<file path="config.mk">
export PLATFORM = sky130hd
export DESIGN_NAME = lane_ts_receiver
export DESIGN_NICKNAME = d
export VERILOG_FILES = /design/src/rtl/lane_ts_receiver.sv
export SDC_FILE = /design/constraint.sdc
export NUM_CORES = 1
export LEC_CHECK = 0
export CAP_MARGIN = 20
export CELL_PAD_IN_SITES_DETAIL_PLACEMENT = 0
export CELL_PAD_IN_SITES_GLOBAL_PLACEMENT = 1
export CORE_MARGIN = 2
export CORE_UTILIZATION = 30
export CTS_BUF_LIST = sky130_fd_sc_hd__clkbuf_4 sky130_fd_sc_hd__clkbuf_8
export CTS_CLUSTER_DIAMETER = 150
export CTS_CLUSTER_SIZE = 14
export DETAILED_ROUTE_END_ITERATION = 10
export PLACE_DENSITY = 0.56
export SETUP_SLACK_MARGIN = 0.2
export SYNTH_ARGS = -nofsm -noshare
export SYNTH_HDL_FRONTEND = slang
export SYNTH_SLANG_ARGS = --single-unit
export TNS_END_PERCENT = 10
</file>
<file path="constraint.sdc">
create_clock -name clk -period 2.2 [get_ports clk]
set_input_delay 0.44 -clock clk [delete_from_list [all_inputs] [get_ports clk]]
set_output_delay 0.44 -clock clk [all_outputs]
set_load 0.02 [all_outputs]
</file>
<file path="src/rtl/lane_ts_receiver.sv">
// ---------------------------------------------------------------------------
// lane_ts_receiver
//
// Receive-side USB4 training-sequence detector. Frames 8-byte TS1/TS2
// ordered sets out of the lane byte stream, validates each one, counts
// consecutive valid sets of the same type and raises sticky detect flags
// for the lane-training FSM.
//
// Ordered set: BC | type (1E=TS1, 2D=TS2) | {6'b0,lane} | payload x4 | xor(1..6)
//
// Optional feature macro: TS_CHECKSUM_EN
//   defined   -> byte 7 is compared against the XOR of bytes 1..6
//   undefined -> byte 7 is consumed and ignored (no checksum logic)
//
// Ports
//   clk, rst      : clock, synchronous active-high reset
//   enable        : low forces HUNT, clears consecutive counter and flags
//   lane_id       : expected lane number (byte 2)
//   rx_data/valid : received byte stream
//   ts_valid      : 1-cycle pulse, set accepted
//   ts_type       : type of last accepted set (0=TS1, 1=TS2)
//   ts_payload    : bytes 3..6 of last accepted set, byte 3 in [31:24]
//   ts1_det       : sticky, TS1_REQ consecutive TS1 sets seen
//   ts2_det       : sticky, TS2_REQ consecutive TS2 sets seen
//   ts_err        : 1-cycle pulse, set rejected
//   err_cnt       : saturating count of rejected sets
//   dbg_state     : current FSM state (0=HUNT, 1=COLLECT, 2=CHECK)
//
// Handshake: rx_valid is a pure qualifier with no backpressure. Every cycle
// with rx_valid high delivers exactly one byte and that byte is always
// consumed; cycles with rx_valid low change nothing in the framer.
// ---------------------------------------------------------------------------
module lane_ts_receiver #(
  parameter int TS1_REQ = 16,
  parameter int TS2_REQ = 8,
  parameter int ERR_W   = 8
) (
  input  logic             clk,
  input  logic             rst,
  input  logic             enable,
  input  logic [1:0]       lane_id,
  input  logic [7:0]       rx_data,
  input  logic             rx_valid,
  output logic             ts_valid,
  output logic             ts_type,
  output logic [31:0]      ts_payload,
  output logic             ts1_det,
  output logic             ts2_det,
  output logic             ts_err,
  output logic [ERR_W-1:0] err_cnt,
  output logic [1:0]       dbg_state
);

  localparam logic [7:0] SYNC_BYTE = 8'hBC;
  localparam logic [7:0] TYPE_TS1  = 8'h1E;
  localparam logic [7:0] TYPE_TS2  = 8'h2D;
  localparam int CNT_MAX = (TS1_REQ > TS2_REQ) ? TS1_REQ : TS2_REQ;
  localparam int CNT_W   = $clog2(CNT_MAX + 1);

  typedef enum logic [1:0] {
    HUNT    = 2'd0,
    COLLECT = 2'd1,
    CHECK   = 2'd2
  } state_t;

  state_t           state_q, state_d;
  logic [2:0]       idx_q;
  logic [7:0]       type_q;
  logic [7:0]       lane_q;
  logic [31:0]      pay_q;
  logic [CNT_W-1:0] cons_q;

  logic sync_hit;
  logic byte_we;
  logic set_done;

  // -------------------------------------------------------------------------
  // FSM: state register
  // -------------------------------------------------------------------------
  always_ff @(posedge clk) begin
    if (rst) state_q <= HUNT;
    else     state_q <= state_d;
  end

  // -------------------------------------------------------------------------
  // FSM: next state
  // CHECK behaves like HUNT for the incoming byte so back-to-back sets with
  // no idle between them keep framing.
  // -------------------------------------------------------------------------
  always_comb begin
    state_d = state_q;
    case (state_q)
      HUNT:    if (sync_hit) state_d = COLLECT;
      COLLECT: if (set_done) state_d = CHECK;
      CHECK:   state_d = sync_hit ? COLLECT : HUNT;
      default: state_d = HUNT;
    endcase
    if (!enable) state_d = HUNT;
  end

  // -------------------------------------------------------------------------
  // FSM: outputs / strobes
  // -------------------------------------------------------------------------
  always_comb begin
    sync_hit  = rx_valid && (rx_data == SYNC_BYTE) &&
                ((state_q == HUNT) || (state_q == CHECK));
    byte_we   = rx_valid && (state_q == COLLECT);
    set_done  = byte_we && (idx_q == 3'd7);
    dbg_state = state_q;
  end

  // -------------------------------------------------------------------------
  // Byte index and set capture. A SYNC byte inside COLLECT is plain data.
  // -------------------------------------------------------------------------
  always_ff @(posedge clk) begin
    if (rst) begin
      idx_q  <= 3'd0;
      type_q <= 8'h00;
      lane_q <= 8'h00;
      pay_q  <= 32'h0;
    end else if (enable) begin
      if (sync_hit) begin
        idx_q <= 3'd1;
      end else if (byte_we) begin
        idx_q <= idx_q + 3'd1;
        case (idx_q)
          3'd1:    type_q        <= rx_data;
          3'd2:    lane_q        <= rx_data;
          3'd3:    pay_q[31:24]  <= rx_data;
          3'd4:    pay_q[23:16]  <= rx_data;
          3'd5:    pay_q[15:8]   <= rx_data;
          3'd6:    pay_q[7:0]    <= rx_data;
          default: ;
        endcase
      end
    end
  end

  // -------------------------------------------------------------------------
  // Set evaluation. Done on the byte-7 edge so the registered verdict is
  // visible during the CHECK cycle; byte 7 itself is still on rx_data.
  // -------------------------------------------------------------------------
  logic             type_ok;
  logic             is_ts2;
  logic             lane_ok;
  logic             chk_ok;
  logic             set_pass;
  logic [CNT_W-1:0] cons_next;

  always_comb begin
    type_ok = (type_q == TYPE_TS1) || (type_q == TYPE_TS2);
    is_ts2  = (type_q == TYPE_TS2);
    lane_ok = (lane_q == {6'b0, lane_id});
`ifdef TS_CHECKSUM_EN
    chk_ok  = (rx_data == (type_q ^ lane_q ^ pay_q[31:24] ^ pay_q[23:16] ^
                           pay_q[15:8] ^ pay_q[7:0]));
`else
    chk_ok  = 1'b1;
`endif
    set_pass = type_ok && lane_ok && chk_ok;

    // A zero counter means no run is in progress, so the first set of any
    // type starts a new run at 1.
    if ((cons_q != '0) && (is_ts2 == ts_type)) begin
      if (cons_q == CNT_W'(CNT_MAX)) cons_next = cons_q;
      else                           cons_next = cons_q + CNT_W'(1);
    end else begin
      cons_next = CNT_W'(1);
    end
  end

  always_ff @(posedge clk) begin
    if (rst) begin
      ts_valid   <= 1'b0;
      ts_err     <= 1'b0;
      ts_type    <= 1'b0;
      ts_payload <= 32'h0;
      ts1_det    <= 1'b0;
      ts2_det    <= 1'b0;
      err_cnt    <= '0;
      cons_q     <= '0;
    end else begin
      ts_valid <= 1'b0;
      ts_err   <= 1'b0;
      if (!enable) begin
        // err_cnt deliberately survives a disable.
        cons_q  <= '0;
        ts1_det <= 1'b0;
        ts2_det <= 1'b0;
      end else if (set_done) begin
        if (set_pass) begin
          ts_valid   <= 1'b1;
          ts_type    <= is_ts2;
          ts_payload <= pay_q;
          cons_q     <= cons_next;
          if (!is_ts2 && (cons_next >= CNT_W'(TS1_REQ))) ts1_det <= 1'b1;
          if (is_ts2 && (cons_next >= CNT_W'(TS2_REQ)))  ts2_det <= 1'b1;
        end else begin
          ts_err <= 1'b1;
          cons_q <= '0;
          if (err_cnt != '1) err_cnt <= err_cnt + ERR_W'(1);
        end
      end
    end
  end

endmodule
</file>
==> results of run 1 <==
==> cell families after synthesis <==
logic type	Yosys count	share of synthesized area, %
multiplexers	75	18.2
AND/OR/NAND/NOR	158	19.0
flip-flops	103	50.1
adder cells (fa/ha/maj)	9	2.73
XOR/XNOR	8	1.70
buffers and inverters	26	3.07
AO/OA/AOI/OAI	38	5.20
==> how the worst min path moves through the flow <==
stage,depth (start not counted),end,slack [ns]
2_1_floorplan,2,pay_q[24],0.44
3_3_place_gp,2,pay_q[28],0.45
3_5_place_dp,2,pay_q[28],0.45
4_1_cts,2,pay_q[28],0.46
5_1_grt,2,pay_q[25],0.49
6_report,2,pay_q[28],0.46
==> flip-flops by register name (all words and copies together) (netlist names) <==
name	cells
err_cnt	8
ts1_det	1
type_q	8
dbg_state	2
ts_valid	1
ts_type	1
ts2_det	1
pay_q	32
ts_err	1
cons_q	5
lane_q	8
ts_payload	32
idx_q	3
==> Yosys cell counts, drive strengths merged, types with 6 or more instances <==
cell type  number  share of area, %
dfxtp         103                50
or3             6              0.91
mux2i          75                18
a21oi          21               2.6
and3            6              0.91
ha              9               2.7
nand3          17               2.1
nand2          18               1.6
o21ai           9               1.3
nor2           84               7.7
inv             6              0.55
clkbuf         12               1.1
buf             8               1.4
==> worst register-to-register path, delay by kind of cell (launching register included) <==
kind / cells / cell delay, ns
compound gates: 3 / 0.55
simple gates: 2 / 0.51
flops: 1 / 0.37
fa+ha+maj: 2 / 0.28
buf+inv: 1 / 0.18
==> through the flow <==
step	total power [W]	hold slack, ns	std cells	setup slack (ns)	cell area (µm²)
after floorplan	0.00194	0.436	417	0.290	4120
after global placement	0.00202	0.451	663	-0.252	5120
after detailed placement	0.00202	0.450	663	-0.266	5120
after CTS	0.00316	0.461	681	0.149	5330
after global routing	0.00324	0.491	685	0.156	5440
final	0.00309	0.460	685	0.255	5440
==> final cells by class <==
class | instances | area (µm²)
fillers | 1359 | 7910
flip-flops and latches | 103 | 2070
multi-input cells | 288 | 1990
repair buffers | 97 | 957
well taps | 176 | 220
clock buffers | 12 | 165
inverters | 6 | 22.5
clock inverters | 3 | 17.5
==> layer usage <==
layer  up-vias  part of all wire (%)
met4         0                   1.2
met5         -                     0
met3         8                   3.2
met2        46                    48
met1      1486                    48
li1       1611                     -
==> power by group through the flow <==
stage                     Sequential, W  Combinational (W)  Clock, W
final                           0.00186           0.000113   0.00112
after detailed placement        0.00191           0.000114         0
after global routing            0.00186           0.000120   0.00126
after floorplan                 0.00191          0.0000327         0
after global placement          0.00191           0.000115         0
after CTS                       0.00186           0.000114   0.00119
==> timing repair <==
action	CTS	global route
gates resized for setup	1	13
hold buffers	0	0
gates cloned	0	1
setup buffers	3	3
pin swaps	2	5
setup endpoints to repair	42	47
==> run summary, run 1 <==
DIE
--------------------------------------------------------------------------------------------------
Die Wd ..............................................................................       121 µm
Area of the core ....................................................................   0.0133 mm²
Y dimension of the die ..............................................................       121 µm
Initial cell density of the core ....................................................        30.8%
Ports ...............................................................................           61
Placement Rows ......................................................................           42
Floorplan die area ..................................................................   0.0147 mm²

CLOCKING
--------------------------------------------------------------------------------------------------
# clock sinks .......................................................................          103
Clock transition time at the flip-flop clock pins of the worst setup and hold paths .      0.09 ns
TritonCTS Buffers ...................................................................            9
Clock insertion delay at the later pin of the skew report ...........................      0.37 ns
CTS max path bufs ...................................................................            2
TritonCTS clock tree ................................................................        built
Clock Tree Root ..................................................................... sky130_fd_sc_hd__clkbuf_8
Count of H-tree levels built during CTS .............................................            3

FINAL LAYOUT
--------------------------------------------------------------------------------------------------
Share of cells above drive strength 1 ...............................................        13.4%
Most frequent standard cell in the layout excluding fill and tap cells .............. sky130_fd_sc_hd__dfxtp_1
Antenna Cells .......................................................................            0
Commonest cells after routing, fill and taps aside .................................. sky130_fd_sc_hd__dfxtp_1 (100), sky130_fd_sc_hd__nor2_1 (84), sky130_fd_sc_hd__mux2i_1 (75)
Area added between synthesis and finish .............................................        32.0%
# nets final ........................................................................          528
Final Util ..........................................................................        40.7%

SETUP PATH
--------------------------------------------------------------------------------------------------
Depth of the critical timing path with buffers and inverters included ...............            8
Arrival time at the worst endpoint ..................................................      2.25 ns
Slowest cell on the critical path ................................................... sky130_fd_sc_hd__or3_1
CP Capture Point ....................................................................   err_cnt[4]
Most used cell along the critical path .............................................. sky130_fd_sc_hd__ha_4
Worst EP required ...................................................................      2.51 ns
Cell count of the worst reg-to-reg path .............................................            8
Maximum single-stage delay on the critical path .....................................      0.38 ns
Critical path buffer and inverter count .............................................            1
Startpoint-to-endpoint class of the critical path ...................................   reg -> reg
Setup slack of the most critical reg-to-reg path ....................................      0.26 ns
Critical-path cell list ............................................................. ha_4 > ha_4 > nand4b_1 > buf_4 > a211oi_4 > o211ai_1 > or3_1 > a21oi_1
Crit. End Element ...................................................................     register
Setup crit start kind ...............................................................     register
Dominant delay contributor by cell family on the critical path ...................... compound AO/OA/AOI/OAI gates
Startpoint of the most critical setup path ..........................................     idx_q[0]
Worst-path maximum fanout ...........................................................            3
Worst reg2reg path startpoint .......................................................     idx_q[0]
Reg-to-Reg End ......................................................................   err_cnt[4]

POWER AND IR DROP
--------------------------------------------------------------------------------------------------
Peak supply drop ....................................................................     0.261 mV
Static Leak .........................................................................      2.05 nW
Share of power burned in combinational logic ........................................         3.7%
Internal power summed over all cells ................................................    0.00240 W
Switching Share .....................................................................        22.4%
Clock network fraction of design power ..............................................        36.1%
Net switching component of the power ................................................   0.000692 W
Power density of the placed cells ...................................................   569 mW/mm²
Sequential cell fraction of total power .............................................        60.2%

YOSYS
--------------------------------------------------------------------------------------------------
Seq/Total Area, Yosys ...............................................................        50.1%
Most used flip-flop cell after synthesis ............................................ sky130_fd_sc_hd__dfxtp_1
Number of distinct library cells after synthesis ....................................           38
Number of enable flip-flop cells after synthesis ....................................            0
Mapped Avg Cell Area ................................................................     9.87 µm²
Total number of yosys warnings ......................................................            0
Mapped cell area ....................................................................  0.00412 mm²
Number of storage elements in the synthesis netlist .................................          103
Post-synthesis async set-or-reset flop share ........................................           0%
Total nets after synthesis ..........................................................          440
Gate count of the mapped netlist ....................................................          417

OUTCOME
--------------------------------------------------------------------------------------------------
Outcome .............................................................................    completed

GLOBAL ROUTE
--------------------------------------------------------------------------------------------------
Vias in the first global route ......................................................         2954
First-pass GRT wire length ..........................................................     15900 µm
Residual overflow from global routing ...............................................            0
Number of antenna violations at the first check in global routing ...................            0
Global Route met1 Usage .............................................................        19.0%
Met2 track demand over resource in global routing ...................................        22.6%
Pin count of the biggest net entering global routing ................................           93
Met3 Track Usage GR .................................................................        3.67%
Most heavily used metal layer in global routing .....................................         met2
All-Layer GR Usage ..................................................................        14.3%

PLACED DESIGN
--------------------------------------------------------------------------------------------------
Gpl congestion ......................................................................        0.838
Quantity of I/O buffers inserted on ports ...........................................           60
Final HPWL from detailed placement ..................................................      6900 µm

HOLD PATH
--------------------------------------------------------------------------------------------------
Class of the tightest hold or removal check .........................................   reg -> reg
Hold path startpoint ................................................................    pay_q[28]

TIMING
--------------------------------------------------------------------------------------------------
Total of endpoints with negative setup slack in the final report ....................            0
Setup Skew ..........................................................................   0.00672 ns
Post-layout minimum cycle time ......................................................      1.94 ns
Count of pins over their slew limit .................................................            0
Maximum operating frequency .........................................................      514 MHz
Tightest slew margin relative to the limit ..........................................        72.7%
RSZ-0062 raised after global routing ................................................          yes
Final number of hold-violating endpoints ............................................            0
Setup tns final .....................................................................         0 ns
Transition time of the tightest slew-check pin ......................................     0.410 ns
Final cycle utilization of the critical path ........................................        88.4%

DETAILED ROUTING
--------------------------------------------------------------------------------------------------
Initial drt markers .................................................................          136
Vias ................................................................................         3151
Post-route ant nets .................................................................            0
Number of detailed-route iterations in the first pass ...............................            4
Average wire per cell in the routed design ..........................................      14.8 µm
DRC violations left .................................................................            0
Final routed wirelength across all metal layers .....................................     10100 µm
Via-to-Cell Ratio ...................................................................         4.60

JOB
--------------------------------------------------------------------------------------------------
Maximum capacitance violations ......................................................            0

Note: power is estimated with default switching activity, not from simulation.
==> run 2, diff against run 1 <==
--- a/config.mk
+++ b/config.mk
@@ -8,7 +8,6 @@
 export CAP_MARGIN = 20
 export CELL_PAD_IN_SITES_DETAIL_PLACEMENT = 0
 export CELL_PAD_IN_SITES_GLOBAL_PLACEMENT = 1
-export CORE_MARGIN = 2
 export CORE_UTILIZATION = 30
 export CTS_BUF_LIST = sky130_fd_sc_hd__clkbuf_4 sky130_fd_sc_hd__clkbuf_8
 export CTS_CLUSTER_DIAMETER = 150
@@ -16,6 +15,7 @@
 export DETAILED_ROUTE_END_ITERATION = 10
 export PLACE_DENSITY = 0.56
 export SETUP_SLACK_MARGIN = 0.2
+export SLEW_MARGIN = 20
 export SYNTH_ARGS = -nofsm -noshare
 export SYNTH_HDL_FRONTEND = slang
 export SYNTH_SLANG_ARGS = --single-unit
==> constraint.sdc (replaced) <==
create_clock -name clk -period 2.3 [get_ports clk]
set_input_delay 0.46 -clock clk [delete_from_list [all_inputs] [get_ports clk]]
set_output_delay 0.46 -clock clk [all_outputs]
set_load 0.02 [all_outputs]
==> run summary, run 2 (synthesis gave the netlist of run 1 again) <==
OUTCOME
--------------------------------------------------------------------------------------------------
Outcome .............................................................................    completed

GLOBAL ROUTE
--------------------------------------------------------------------------------------------------
Pin count of the biggest net entering global routing ................................           93   unchanged
Number of antenna violations at the first check in global routing ...................            0   unchanged
Residual overflow from global routing ...............................................            0   unchanged
First-pass GRT wire length ..........................................................     16000 µm   +0.87%
Vias in the first global route ......................................................         2949   -0.17%
All-Layer GR Usage ..................................................................        14.9%   +0.64 points

SETUP PATH
--------------------------------------------------------------------------------------------------
Worst-path maximum fanout ...........................................................            9   +6
Crit. End Element ...................................................................     register
Arrival time at the worst endpoint ..................................................      2.26 ns   about the same
Worst reg2reg path startpoint .......................................................     idx_q[1]
Worst EP required ...................................................................      2.57 ns   +0.06 ns
Startpoint-to-endpoint class of the critical path ...................................   reg -> reg
Setup crit start kind ...............................................................     register
Startpoint of the most critical setup path ..........................................     idx_q[1]

DIE
--------------------------------------------------------------------------------------------------
Y dimension of the die ..............................................................       119 µm   -1.7%
Area of the core ....................................................................   0.0133 mm²   -0.39%
Die Wd ..............................................................................       119 µm   -1.7%
Floorplan die area ..................................................................   0.0142 mm²   -3.3%
Ports ...............................................................................           61   unchanged
Placement Rows ......................................................................           42   unchanged
Initial cell density of the core ....................................................        31.0%   +0.12 points

FINAL LAYOUT
--------------------------------------------------------------------------------------------------
Number of filler cells placed in the layout .........................................         1343   -1.2%
Area added between synthesis and finish .............................................        31.6%
Final Util ..........................................................................        40.8%   about the same
Final instance area .................................................................  0.00542 mm²   -0.32%
Largest registers ................................................................... pay_q: 32 flops, ts_payload: 32 flops
Most frequent standard cell in the layout excluding fill and tap cells .............. sky130_fd_sc_hd__dfxtp_1
Antenna Cells .......................................................................            0   unchanged
Commonest cells after routing, fill and taps aside .................................. sky130_fd_sc_hd__dfxtp_1 (100), sky130_fd_sc_hd__nor2_1 (84), sky130_fd_sc_hd__mux2i_1 (75)
# nets final ........................................................................          522   -1.1%
Share of cells above drive strength 1 ...............................................        12.1%   -1.3 points

POWER AND IR DROP
--------------------------------------------------------------------------------------------------
Net switching component of the power ................................................   0.000731 W   +5.6%
Static Leak .........................................................................      2.04 nW   -0.78%
Peak supply drop ....................................................................     0.213 mV   -18%
Sequential cell fraction of total power .............................................        57.5%   -2.7 points
Clock network fraction of design power ..............................................        39.1%   +3.0 points
Power density of the placed cells ...................................................   571 mW/mm²   +0.44%
Switching Share .....................................................................        23.6%   +1.2 points
Share of power burned in combinational logic ........................................         3.4%   -0.3 points
Internal power summed over all cells ................................................    0.00236 W   -1.5%

CLOCKING
--------------------------------------------------------------------------------------------------
Clock Tree Root ..................................................................... sky130_fd_sc_hd__clkbuf_8
# clock sinks .......................................................................          103   unchanged
CTS max path bufs ...................................................................            2   unchanged
Clock transition time at the flip-flop clock pins of the worst setup and hold paths .      0.10 ns   about the same
TritonCTS clock tree ................................................................        built
TritonCTS Buffers ...................................................................            9   unchanged
Count of H-tree levels built during CTS .............................................            3   unchanged
Clock insertion delay at the later pin of the skew report ...........................      0.39 ns   +0.02 ns

TIMING
--------------------------------------------------------------------------------------------------
RSZ-0062 raised after global routing ................................................          yes
Tightest slew margin relative to the limit ..........................................        72.4%   -0.25 points
Count of pins over their slew limit .................................................            0   unchanged
Post-layout minimum cycle time ......................................................      1.99 ns   +0.0411 ns
Setup Skew ..........................................................................   0.00965 ns   +0.00294 ns
Maximum operating frequency .........................................................      504 MHz   -2.1%
Final number of hold-violating endpoints ............................................            0   unchanged
Final cycle utilization of the critical path ........................................        86.3%   -2.1 points
Transition time of the tightest slew-check pin ......................................     0.414 ns   +0.00380 ns
Total of endpoints with negative setup slack in the final report ....................            0   unchanged

DETAILED ROUTING
--------------------------------------------------------------------------------------------------
DRC violations left .................................................................            0   unchanged
Initial drt markers .................................................................          125   -8.1%
Post-route ant nets .................................................................            0   unchanged
Via-to-Cell Ratio ...................................................................         4.61   +0.26%
Final routed wirelength across all metal layers .....................................     10400 µm   +2.5%
Average wire per cell in the routed design ..........................................      15.2 µm   +3.3%
Number of detailed-route iterations in the first pass ...............................            4   unchanged
Vias ................................................................................         3136   -0.48%

HOLD PATH
--------------------------------------------------------------------------------------------------
Hold path startpoint ................................................................          rst
Class of the tightest hold or removal check .........................................    in -> reg

PLACED DESIGN
--------------------------------------------------------------------------------------------------
Gpl congestion ......................................................................        0.765   -8.7%
Final HPWL from detailed placement ..................................................      6750 µm   -2.2%
Quantity of I/O buffers inserted on ports ...........................................           60   unchanged
Placement Cell Area .................................................................  0.00507 mm²   -0.98%

JOB
--------------------------------------------------------------------------------------------------
Maximum capacitance violations ......................................................            0   unchanged

## run 2: repair_timing
item,4_1_cts,5_1_grt
resized for setup,1,12
hold buffers,0,0
gates cloned,0,3
buffers inserted,0,3
endpoints found under the setup margin,28,40
pin swaps,0,3
## run 2: layout make-up
type	instances	area, µm²	share of cell area, %
sequential	103	2070	38.2
inverter	6	22.5	0.416
multi-input combinational	288	1970	36.4
clock buffer	12	146	2.70
clock inverter	4	53.8	0.993
timing repair buffer	91	935	17.2
tap	176	220	4.06
## run 2: worst max-delay path, stage by stage, from the launching register on
cell and delay, ns:
sky130_fd_sc_hd__dfxtp_4 0.38, sky130_fd_sc_hd__ha_4 0.14, sky130_fd_sc_hd__ha_4 0.13, sky130_fd_sc_hd__nand4b_1 0.18, sky130_fd_sc_hd__buf_4 0.20, sky130_fd_sc_hd__nor4_4 0.21
sky130_fd_sc_hd__buf_6 0.20, sky130_fd_sc_hd__clkbuf_16 0.19, sky130_fd_sc_hd__mux2i_1 0.18, sky130_fd_sc_hd__nor2_1 0.05
## run 2: metrics by stage
stage | hold WS [ns] | power [W] | setup slack (ns) | setup TNS (ns) | instances
finish | 0.435 | 0.00309 | 0.314 | 0 | 680
global route | 0.448 | 0.00322 | 0.194 | 0 | 680
CTS | 0.414 | 0.00313 | 0.127 | 0 | 674
detailed placement | 0.453 | 0.00193 | -0.134 | -0.701 | 658
global placement | 0.451 | 0.00193 | -0.151 | -0.543 | 658
floorplan | 0.436 | 0.00185 | 0.390 | 0 | 417
## run 2: worst paths after layout
check                        end  slack (ns)  cells after the start
setup / recovery  ts_payload[17]        0.31                      9
hold reg to reg        pay_q[25]        0.46                      2
hold / removal          ts_valid        0.43                      3
setup reg to reg  ts_payload[17]        0.31                      9
## run 2: power by group through the flow
| stage | clock, W | sequential, W | combinational, W |
|---|---|---|---|
| global placement | 0 | 0.00182 | 0.000109 |
| CTS | 0.00124 | 0.00178 | 0.000109 |
| detailed placement | 0 | 0.00182 | 0.000109 |
| global route | 0.00133 | 0.00178 | 0.000115 |
| floorplan | 0 | 0.00182 | 0.0000312 |
| finish | 0.00121 | 0.00178 | 0.000106 |
## run 2: metal layers
layer	wire [µm]	part of all wire, %	vias up	global-route usage [%]
li1	-	-	1602	-
met1	5420	52	1470	20.8
met2	4410	43	51	21.8
met3	388	3.7	13	3.69
met4	156	1.5	0	5.93
met5	0	0	-	0
